--- src/rtl/ctrl_script_player.sv ---
// ctrl_script_player
//   Scripted joypad stimulus sequencer. It plays a table of {frame delay, button mask}
//   entries and counts frames on vblank rising edges. A button update is held back while
//   the CPU is part-way through a controller read, so a read sequence never sees a torn mask.
//
// Ports
//   clk_cpu      CPU clock, all logic on the rising edge
//   rst_cpu_n    asynchronous active-low reset
//   script_we    table write strobe, honoured only when not playing (IDLE/DONE)
//   script_addr  table write index
//   script_data  {delay[FRAME_W-1:0], btns[7:0]}; delay == 0 terminates the script
//   start        begin playback from entry 0 (ignored while busy)
//   stop         abort to IDLE and clear btns; wins over start
//   vblank       PPU vblank level; each rising edge is one frame
//   strobe       controller strobe
//   rd           controller read pulse
//   btns         button mask driven to the controller model
//   busy         playback in progress (LOAD/WAIT/APPLY)
//   done         script finished (DONE)
//   entry_idx    entry currently loaded/pending; in DONE, the last applied entry
//   frame_count  frames seen since start, wraps
module ctrl_script_player #(
   parameter int unsigned  DEPTH   = 64,
   parameter int unsigned  FRAME_W = 16,
   localparam int unsigned AW      = $clog2(DEPTH)
) (
   input  logic               clk_cpu,
   input  logic               rst_cpu_n,
   input  logic               script_we,
   input  logic [AW-1:0]      script_addr,
   input  logic [FRAME_W+7:0] script_data,
   input  logic               start,
   input  logic               stop,
   input  logic               vblank,
   input  logic               strobe,
   input  logic               rd,
   output logic [7:0]         btns,
   output logic               busy,
   output logic               done,
   output logic [AW-1:0]      entry_idx,
   output logic [FRAME_W-1:0] frame_count
);

   typedef enum logic [2:0] {StIdle, StLoad, StWait, StApply, StDone} state_e;

   state_e               state_q, state_d;
   logic [7:0]           btns_q, btns_d;
   logic [7:0]           pend_q, pend_d;
   logic [AW-1:0]        idx_q, idx_d;
   logic [FRAME_W-1:0]   fc_q, fc_d;
   logic [FRAME_W-1:0]   cnt_q, cnt_d;
   logic                 vblank_q, rd_q;
   logic [3:0]           rd_cnt_q, rd_cnt_d;

   logic [FRAME_W+7:0]   mem [DEPTH];
   logic [FRAME_W+7:0]   rdata_q;

   logic                 vb_edge, rd_edge, pad_busy, idle_like;
   logic [FRAME_W-1:0]   ent_delay;
   logic [7:0]           ent_btns;

   assign vb_edge   = vblank & ~vblank_q;
   assign rd_edge   = rd & ~rd_q;
   // A read burst is in flight from the first read after strobe drops until the 8th read.
   assign pad_busy  = strobe | ((rd_cnt_q != 4'd0) & (rd_cnt_q != 4'd8));
   assign idle_like = (state_q == StIdle) | (state_q == StDone);
   assign ent_delay = rdata_q[FRAME_W+7:8];
   assign ent_btns  = rdata_q[7:0];

   // Script table: no reset; the read address is the next-cycle index, so data for the
   // entry being entered is present during LOAD.
   always_ff @(posedge clk_cpu) begin
      if (script_we && idle_like) begin
         mem[script_addr] <= script_data;
      end
      rdata_q <= mem[idx_d];
   end

   always_comb begin
      rd_cnt_d = rd_cnt_q;
      if (strobe) begin
         rd_cnt_d = 4'd0;
      end else if (rd_edge && (rd_cnt_q != 4'd8)) begin
         rd_cnt_d = rd_cnt_q + 4'd1;
      end
   end

   always_comb begin
      state_d = state_q;
      btns_d  = btns_q;
      pend_d  = pend_q;
      idx_d   = idx_q;
      cnt_d   = cnt_q;
      fc_d    = fc_q;

      if (vb_edge && !idle_like) begin
         fc_d = fc_q + FRAME_W'(1);
      end

      case (state_q)
         StIdle, StDone: begin
            if (start) begin
               state_d = StLoad;
               idx_d   = '0;
               fc_d    = '0;
            end
         end
         StLoad: begin
            if (ent_delay == '0) begin
               // Terminator: report the last entry that was actually applied.
               state_d = StDone;
               if (idx_q != '0) begin
                  idx_d = idx_q - AW'(1);
               end
            end else begin
               cnt_d   = ent_delay;
               pend_d  = ent_btns;
               state_d = StWait;
            end
         end
         StWait: begin
            if (vb_edge) begin
               cnt_d = cnt_q - FRAME_W'(1);
               if (cnt_q == FRAME_W'(1)) begin
                  state_d = StApply;
               end
            end
         end
         StApply: begin
            if (!pad_busy) begin
               btns_d = pend_q;
               if (idx_q == AW'(DEPTH - 1)) begin
                  state_d = StDone;
               end else begin
                  idx_d   = idx_q + AW'(1);
                  state_d = StLoad;
               end
            end
         end
         default: state_d = StIdle;
      endcase

      if (stop) begin
         state_d = StIdle;
         btns_d  = '0;
         idx_d   = '0;
      end
   end

   always_ff @(posedge clk_cpu or negedge rst_cpu_n) begin
      if (!rst_cpu_n) begin
         state_q  <= StIdle;
         btns_q   <= '0;
         pend_q   <= '0;
         idx_q    <= '0;
         fc_q     <= '0;
         cnt_q    <= '0;
         vblank_q <= 1'b0;
         rd_q     <= 1'b0;
         rd_cnt_q <= 4'd0;
      end else begin
         state_q  <= state_d;
         btns_q   <= btns_d;
         pend_q   <= pend_d;
         idx_q    <= idx_d;
         fc_q     <= fc_d;
         cnt_q    <= cnt_d;
         vblank_q <= vblank;
         rd_q     <= rd;
         rd_cnt_q <= rd_cnt_d;
      end
   end

   assign btns        = btns_q;
   assign busy        = (state_q == StLoad) | (state_q == StWait) | (state_q == StApply);
   assign done        = (state_q == StDone);
   assign entry_idx   = idx_q;
   assign frame_count = fc_q;

endmodule
--- config.mk ---
export PLATFORM = sky130hd
export DESIGN_NAME = ctrl_script_player
export DESIGN_NICKNAME = d
export VERILOG_FILES = /design/src/rtl/ctrl_script_player.sv
export SDC_FILE = /design/constraint.sdc
export NUM_CORES = 2
export LEC_CHECK = 0
export CAP_MARGIN = 20
export CORE_MARGIN = 5
export CORE_UTILIZATION = 35
export DETAILED_ROUTE_END_ITERATION = 8
export GPL_ROUTABILITY_DRIVEN = 0
export GPL_TIMING_DRIVEN = 0
export PLACE_DENSITY_LB_ADDON = 0.2
export SKIP_LAST_GASP = 1
export SLEW_MARGIN = 25
export SYNTH_ARGS = -nofsm -noshare
export SYNTH_HDL_FRONTEND = slang
export SYNTH_SLANG_ARGS = --single-unit
export TNS_END_PERCENT = 1
--- constraint.sdc ---
create_clock -name clk_cpu -period 2.75 [get_ports clk_cpu]
set_input_delay 0.55 -clock clk_cpu [delete_from_list [all_inputs] [get_ports clk_cpu]]
set_output_delay 0.55 -clock clk_cpu [all_outputs]
set_load 0.005 [all_outputs]
==> impl_metrics.yaml <==
floorplan:
  die_x_um: 437.4
  row_count: 156
  initial_core_util: 0.3526
  ios: 70
  core_um2: 181300
  chipHeight_um: 437.4
  dieArea_um2: 191300
place:
  dp.cells: 6808
  place_hpwl_um: 152700
  numPortBuffers: 65
global_route:
  grt_start_max_net_pins: 65
  grt_pass1_vias: 40790
  grtUsageTotal: 0.2249
  grt_pass1_wl_um: 309900
  gr-total-overflow: 0
  antenna_found_initial: 20
layout:
  layout_common_cells: "edfxtp_1, a21oi_1, nand2_1"
  nets: 4792
  num-fill-cells: 15670
  drive_above_1_share: 0.3429
  final_util: 0.4559
  fin_cells: 7266
  syn_to_final_growth_pct: 29.29
  final_common_cell: "edfxtp_1"
sta:
  grt_setup_unrepaired: "true"
  slew_violations: 0
  fin_crit_sh: 1.500
  setup_tns_ps: -346840
  tightest_slew_ps: 1095
  max_clock_freq_mhz: 242.5
  fin_ws_ps: -1374
  min_period_ps: 4124
  finalHoldViolations: 0
  slew_headroom: 0.2677
  hold_ws_ps: 157.5
  fin_skew_ps: 41.37
  setup_viol: 1215
synthesis:
  netlist_area_um2: 63940
  synth_nets: 4331
  synth_top_flop_cell: "edfxtp_1"
  synthDistinctLibCells: 73
  ys_ff_latch: 1623
  synth_cells: 4285
  ys_seq_area_frac: 0.7535
  ys_async_sr_fraction: 0.03882
  ys_warn_count: 0
  synth-edff-count: 1536
  avgSynthCellArea_um2: 14.92
clock_network:
  htree_levels: 4
  root_buffer: "clkbuf_16"
  cts_tree: "yes"
  cts_buffers: 174
  clk_pin_slew_ps: 70
  clockBufferDepth: 3
  cts.sinks: 1623
  insertion_delay_ps: 840
routing:
  drtAntennaViolNets: 0
  post_drt_wl_per_cell_um: 30.64
  remaining_drc_errors: 0
  firstDrtPassIters: 8
  drt_iter0_markers: 5083
  wirelength_um: 222600
  num_vias: 42150
  viasPerCell: 5.801
hold_path:
  holdCritPathClass: "in -> async"
run_status:
  outcome: "finished with violations"
  violations: "setup timing"
critical_path:
  start_kind: "flop"
  critPathArrivalTime_ps: 4680
  critPathCaptureType: "flop"
  critPathMaxFanout: 10
  required_ps: 3310
  r2r_cells: 13
  critPathKind: "reg -> reg"
pwr:
  p_per_area_nw_per_um2: 647.0
  ir_drop_uv: 485.8
  p_leak_nw: 25.93
  power_mw: 53.49
flow_run:
  drv_cap: 0
repair_timing:
action / CTS / global route
hold buffers: 2 / 0
endpoints found under the hold margin: 67 / 0
gates resized for setup: 850 / 395
gates cloned: 6 / 5
endpoints found under the setup margin: 1582 / 1591
buffers inserted: 70 / 55
pin swaps: 149 / 132
flip-flops by register name, indices dropped and copies added, names as in the netlist:
register and count:
btns 8, cnt_q 16, entry_idx 6, frame_count 16, mem 1536, pend_q 8
rd_cnt_q 4, rd_q 1, rdata_q 24, state_q 3, vblank_q 1
critical path: stages, from the launching register on:
cell	delay, ps
dfrtp_4	480
ha_2	230
and3_4	220
nand3_2	170
a32oi_4	340
o32a_4	380
buf_4	210
nand3_4	180
buf_4	220
clkbuf_2	200
o21ai_1	180
o22ai_2	160
a22oi_2	430
nand4_1	410
synth_stat cells, types with 24 or more instances:
cell type | instances | area share
edfxtp_1 | 1536 | 0.72
a21oi_1 | 451 | 0.035
nand2_1 | 290 | 0.017
a211oi_1 | 262 | 0.031
a31o_2 | 251 | 0.034
clkbuf_1 | 234 | 0.014
o21ai_0 | 212 | 0.017
nor2_1 | 139 | 0.0082
o22ai_1 | 127 | 0.012
and3_1 | 123 | 0.012
buf_2 | 88 | 0.0069
dfrtp_1 | 63 | 0.025
nor4_1 | 53 | 0.0052
a311oi_1 | 50 | 0.0068
nand4_1 | 36 | 0.0035
nand3_1 | 27 | 0.0021
o221a_2 | 27 | 0.0048
o22a_1 | 26 | 0.0036
a32oi_1 | 25 | 0.0034
a22oi_1 | 24 | 0.0028
dfxtp_1 | 24 | 0.0075
path summary, 6_finish.rpt:
check	slack, ps	endpoint	start
max in group asynchronous	2010	entry_idx[0]$_DFF_PN0_	rst_cpu_n
min in group clk_cpu	170	mem[49][23]$_DFFE_PP_	script_data[23]
setup / recovery	-1370	rdata_q[7]$_DFF_P_	entry_idx[0]$_DFF_PN0_
setup reg to reg	-1370	rdata_q[7]$_DFF_P_	entry_idx[0]$_DFF_PN0_
hold reg to reg	460	pend_q[6]$_DFFE_PN0P_	rdata_q[6]$_DFF_P_
hold / removal	160	frame_count[14]$_DFF_PN0_	rst_cpu_n
metal layers:
layer	track usage	wire length [um]	up-vias
met5	0	13	-
met4	0.08749	8818	2
met3	0.04397	17800	345
met2	0.3487	101700	1796
met1	0.3134	94310	21820
li1	-	-	18190
area by class of cell:
cell class                 instances  area, um2  area share
clock buffer                     226       4666     0.05644
inverter                          23      107.6    0.001302
multi-input combinational       2289      19060      0.2305
clock inverter                    92       1002     0.01212
sequential                      1623      48190      0.5829
buffer                           343       2710     0.03278
timing repair buffer             292       3948     0.04775
tap                             2370       2965     0.03587
antenna                            8      20.02   0.0002422
logic make-up after synthesis:
logic type,after synthesis,share of synthesized area
flip-flops,1623,0.7535
AO/OA/AOI/OAI,1521,0.1608
AND/OR/NAND/NOR,733,0.05561
buffers and inverters,373,0.02434
XOR/XNOR,14,0.001918
multiplexers,13,0.002192
adder cells (fa/ha/maj),8,0.001566
metrics by stage:
stage	instance area (um2)	worst slack, ps
floorplan	64220	-136.4
global placement	67840	-3605
detailed placement	70270	-3306
CTS	80500	-1310
global route	82650	-1343
finish	82670	-1374
power by group:
| group | internal, mW | switching (mW) | total (mW) |
|---|---|---|---|
| logic | 0.786 | 1.69 | 2.48 |
| clock network | 13.5 | 10.0 | 23.5 |
| registers | 27.3 | 0.215 | 27.5 |
| total | 41.6 | 11.9 | 53.5 |
Note: power is estimated with default switching activity, not from simulation.
